`config.mk`:
```
export PLATFORM = sky130hd
export DESIGN_NAME = cpu_rf_wrport_arbiter
export DESIGN_NICKNAME = d
export VERILOG_FILES = /design/src/rtl/cpu_rf_wrport_arbiter.sv
export SDC_FILE = /design/constraint.sdc
export NUM_CORES = 1
export LEC_CHECK = 0
export ABC_AREA = 1
export CAP_MARGIN = 15
export CORE_MARGIN = 3
export CORE_UTILIZATION = 47
export DETAILED_ROUTE_END_ITERATION = 12
export GPL_TIMING_DRIVEN = 0
export PLACE_DENSITY = 0.86
export SETUP_SLACK_MARGIN = 0.05
export SYNTH_ARGS = -nofsm -noshare
export SYNTH_HDL_FRONTEND = slang
export SYNTH_SLANG_ARGS = --single-unit
export TNS_END_PERCENT = 100
```
`constraint.sdc`:
```
create_clock -name clk -period 2.8 [get_ports clk]
set_input_delay 0.56 -clock clk [delete_from_list [all_inputs] [get_ports clk]]
set_output_delay 0.56 -clock clk [all_outputs]
set_load 0.01 [all_outputs]
```
`src/rtl/cpu_rf_wrport_arbiter.sv`:
```
// cpu_rf_wrport_arbiter
//   Shares the register file's single write port between normal writeback
//   and the interrupt save of the return address (PC+4) into XP_REG.
//   Writeback normally wins. A pending save that loses arbitration
//   DEFER_MAX times forces a CPU stall, so the save goes through on the
//   first stalled cycle. This block also owns the IRQ sequencing into
//   kernel mode: IDLE -> SAVE -> BLOCK -> IDLE.
//
// Ports
//   clk, reset        clock, synchronous active-high reset
//   wb_we/addr/data   writeback write request
//   irq               level interrupt request
//   pc                current PC, pc[31]=1 means kernel mode
//   rf_we/addr/data   register file write port (combinational mux)
//   irq_ack           one-cycle pulse after the save is committed
//   stall             CPU must hold; writeback ignored while high
//   busy              state != IDLE
module cpu_rf_wrport_arbiter #(
  parameter logic [4:0] XP_REG    = 5'd26,
  parameter int         DEFER_MAX = 4
) (
  input  logic        clk,
  input  logic        reset,
  input  logic        wb_we,
  input  logic [4:0]  wb_addr,
  input  logic [31:0] wb_data,
  input  logic        irq,
  input  logic [31:0] pc,
  output logic        rf_we,
  output logic [4:0]  rf_addr,
  output logic [31:0] rf_data,
  output logic        irq_ack,
  output logic        stall,
  output logic        busy
);

  typedef enum logic [1:0] {
    IDLE  = 2'd0,
    SAVE  = 2'd1,
    BLOCK = 2'd2
  } state_t;

  localparam logic [2:0] DMAX = 3'(DEFER_MAX);

  state_t      state, state_nx;
  logic [31:0] epc_q, epc_nx;
  logic [2:0]  defer_cnt, cnt_nx;
  logic        ack_nx, stall_nx;
  logic        wb_eff, grant;
  logic [2:0]  cnt_inc;

  // r0 writes are dropped and a stalled CPU's writeback is not real.
  assign wb_eff  = wb_we & (wb_addr != 5'd0) & ~stall;
  assign grant   = (state == SAVE) & (~wb_eff | (defer_cnt == DMAX));
  assign cnt_inc = defer_cnt + 3'd1;
  assign busy    = (state != IDLE);

  // Write-port mux; gated by reset so a save pending at reset never lands.
  always_comb begin
    rf_we   = 1'b0;
    rf_addr = wb_addr;
    rf_data = wb_data;
    if (!reset) begin
      if (grant) begin
        rf_we   = 1'b1;
        rf_addr = XP_REG;
        rf_data = epc_q;
      end else begin
        rf_we   = wb_eff;
      end
    end
  end

  always_comb begin
    state_nx = state;
    epc_nx   = epc_q;
    cnt_nx   = defer_cnt;
    ack_nx   = 1'b0;
    stall_nx = stall;
    case (state)
      IDLE: begin
        stall_nx = 1'b0;
        // Kernel mode is not interruptible.
        if (irq && !pc[31]) begin
          epc_nx   = {pc[31], pc[30:0] + 31'd4};
          cnt_nx   = 3'd0;
          state_nx = SAVE;
        end
      end
      SAVE: begin
        if (grant) begin
          state_nx = BLOCK;
          cnt_nx   = 3'd0;
          ack_nx   = 1'b1;
          stall_nx = 1'b0;
        end else begin
          cnt_nx   = cnt_inc;
          // Raise stall one cycle ahead so the forced grant lands on the
          // first stalled cycle.
          stall_nx = (cnt_inc == DMAX);
        end
      end
      BLOCK: begin
        stall_nx = 1'b0;
        if (pc[31]) state_nx = IDLE;
      end
      default: begin
        state_nx = IDLE;
        stall_nx = 1'b0;
      end
    endcase
  end

  always_ff @(posedge clk) begin
    if (reset) begin
      state     <= IDLE;
      epc_q     <= 32'd0;
      defer_cnt <= 3'd0;
      irq_ack   <= 1'b0;
      stall     <= 1'b0;
    end else begin
      state     <= state_nx;
      epc_q     <= epc_nx;
      defer_cnt <= cnt_nx;
      irq_ack   <= ack_nx;
      stall     <= stall_nx;
    end
  end

endmodule
```
==> metrics.md <==
| Metric | Value |
|---|---|
| Status | completed |
| Gr ovfl total | 0 |
| Fin Clk Skew | 0.00764 ns |
| Number of I/O port buffers | approximately 110 |
| Layout fillers | slightly above 500 |
| Final hold vios | 0 |
| RSZ-0062 raised after global routing | yes |
| Flops & latches, synth | 39 |
| Max Slew Vio Count | 0 |
| Initial antenna violation count | 0 |
| Clk buf depth | 2 |
| Leakage | 2.04 nW |
| Final worst-path cycle share | 0.970 |
| Slew headroom | 0.674 |
| Max-Cap Viols | 0 |
| Power per cell area | 350 nW/um2 |
| Worst-path fanout max | 10 |
| Worst-Margin Slew | just under 0.5 ns |
| Area grow syn2layout | 44.5% |
| Drt first-iter violations | 207 |
| Worst Path Required | 2.24 ns |
| Residual antenna-violating net count after detailed routing | 0 |
| IO Count | 114 |
| Gr usage total | 0.254 |
| Setup CP Type | primary input to output port |
| Synthesized instance count | 491 |
| Avg Cell Area, Syn | 5.79 um2 |
| Crit end category | output port |
| Die Wd | 83.8 um |
| Post-Route WL | ~9.0 mm |
| Drt wl/cell | 13.2 um |
| Slowest CP cell | clkdlybuf4s50_1 |
| Worst EP arrival | 2.16 ns |
| Full die area | 7020 um2 |
| First-pass DRT Iterations | 5 |
| Synth warnings | 0 |
| CTS root buf | clkbuf_8 |
| First-pass GRT wire length | 14.8 mm |
| Die H | 83.8 um |
| Post-synth top cells | nand2_1 (146), inv_1 (86), nor2_1 (60), o21ai_0 (45), dfxtp_1 (39) |
| Peak supply drop | 0.227 mV |
| Vias in the first global route | approximately 3200 |
| Total Nets Final | around 700 |
| Main synth FF type | dfxtp_1 |
| Clock Latency Late Sink | 0.30 ns |
| EDFF count, synth | 0 |
| Post-synth net total | 568 |
| Max stage delay on crit path | 0.42 ns |
| Ranking of synthesized cells by area | dfxtp_1 (27%), nand2_1 (19%), inv_1 (11%), nor2_1 (7.9%), o21ai_0 (7.9%) |
| Clk slew on worst S/H paths | ~0.08 ns |
| Residual DRC | 0 |
| Core Area | between 5000 and 6000 um2 |
| Sink Count | 39 |
| Critical Path, Cell by Cell | clkdlybuf4s50_1 -> nor2_1 -> nand4_1 -> nand3_2 -> nand2_4 -> buf_6 -> buf_6 -> nand2_1 -> nand2_1 -> dlygate4sd2_1 |
| Max Fclk | about 370 MHz |
| H-tree depth | 2 |
| Cts bufs inserted | 5 |
| FFs w/ async S/R, synth | 0 |
| Most common cell in the netlist | nand2_1 |
| Fin crit period | 2.72 ns |
| Seq/Total Area, Yosys | 0.275 |
| Pre-CTS setup slack | -0.214 ns |
| Via/cell ratio | 4.94 |
| TritonCTS clock tree | built |
| Yosys top cell area share | 0.275 |
| Distinct cells, synth | 28 |
| Synth area leader | dfxtp_1 |
| Critical Path Start Type | primary input |
| Layout cells sized above 1 | 0.0979 |
| Setup TNS Final | 0 ns |
| Cell row count | 27 |
| Final worst setup slack | ~0.083 ns |
| Vias after detailed routing | 3382 |
| Final setup violation count | 0 |
| # diodes | 0 |
| Post-DP HPWL | roughly 7.2 mm |
| Largest net degree at the start of global routing | 13 |
| Synthesized cell area | between 2000 and 3000 um2 |
| Gpl congestion | 0.933 |
| Initial core utilization | 0.501 |
| Worst Hold Class | flop to flop |
## layer usage
metal  routed length [um]  up-vias  global-route usage  share of wire
li1                     -     1743                   -              -
met1                 4010     1502               0.323           0.44
met2                 4280      122               0.432           0.47
met3                  567       15              0.0503          0.063
met4                  159        0              0.0760          0.018
met5                    0        -                   0              0
## power breakdown
| part | internal (mW) | switching [mW] |
|---|---|---|
| clock network | 0.224 | 0.216 |
| registers | 0.589 | 0.0116 |
| logic | 0.191 | 0.203 |
| total | 1.01 | 0.431 |
## flip-flops by register name, indices dropped and copies added (netlist names)
signal     count
irq_ack        1
stall          1
defer_cnt      3
epc_q         32
state          2
## kinds of logic (layout without fill, tap and decap cells)
family / Yosys count / count (layout) / share of synthesized area
xor+xnor: 8 / 8 / 0.0246
buf+inv: 104 / 226 / 0.148
flops: 39 / 39 / 0.275
simple gates: 260 / 260 / 0.400
compound gates: 76 / 76 / 0.135
fa+ha+maj: 4 / 4 / 0.0176
## path summary, 6_finish.rpt
kind	startpoint	end	slack [ns]	depth (start not counted)
worst max-delay path	wb_addr[0]	rf_data[23]	0.08	10
worst min-delay path	epc_q[4]	epc_q[4]	0.46	2
worst max register to register	state[1]	epc_q[24]	1.22	7
worst min register to register	epc_q[4]	epc_q[4]	0.46	2
## critical path: cells and delay by family
kind	cells	cell delay (ns)
buffers and inverters	4	0.99
AND/OR/NAND/NOR	6	0.61
## stage by stage
| step | cell area [um2] | power, mW | cells | hold slack (ns) | util |
|---|---|---|---|---|---|
| global route | 4110 | 1.50 | 685 | 0.499 | 0.724 |
| CTS | 4140 | 1.44 | 684 | 0.459 | 0.729 |
| detailed placement | 4050 | 1.03 | 675 | 0.447 | 0.714 |
| floorplan | 2840 | 0.798 | 491 | 0.419 | - |
| finish | 4110 | 1.44 | 685 | 0.461 | 0.724 |
| global placement | 4050 | 1.02 | 675 | 0.428 | 0.714 |
## area by class of cell
| class | instances | area, um2 | area share |
|---|---|---|---|
| timing repair buffer | 114 | 1040 | 0.252 |
| clock buffer | 7 | 96.3 | 0.0234 |
| buffer | 17 | 114 | 0.0277 |
| clock inverter | 1 | 7.51 | 0.00183 |
| tap | 72 | 90.1 | 0.0219 |
| sequential | 39 | 781 | 0.190 |
| multi-input combinational | 348 | 1660 | 0.403 |
| inverter | 87 | 327 | 0.0795 |
## what timing repair did
action	CTS	global route
pin swaps	0	4
gates resized for setup	44	58
endpoints found under the hold margin	0	0
hold buffers	0	0
setup buffers	1	1
endpoints found under the setup margin	37	36
gates cloned	0	0
## placed cells by master (no fill, tap or decap), types with 6 or more instances in the layout
master / synthesis / final
nand2_1: 146 / 146
inv_1: 86 / 85
clkdlybuf4s50_1: 0 / 74
nor2_1: 60 / 59
o21ai_0: 45 / 40
dfxtp_1: 39 / 39
a21oi_1: 30 / 30
nand3_1: 30 / 29
clkbuf_2: 1 / 17
dlygate4sd2_1: 0 / 13
clkbuf_8: 0 / 8
clkdlybuf4s15_1: 0 / 6
(Power assumes the default switching activity.)
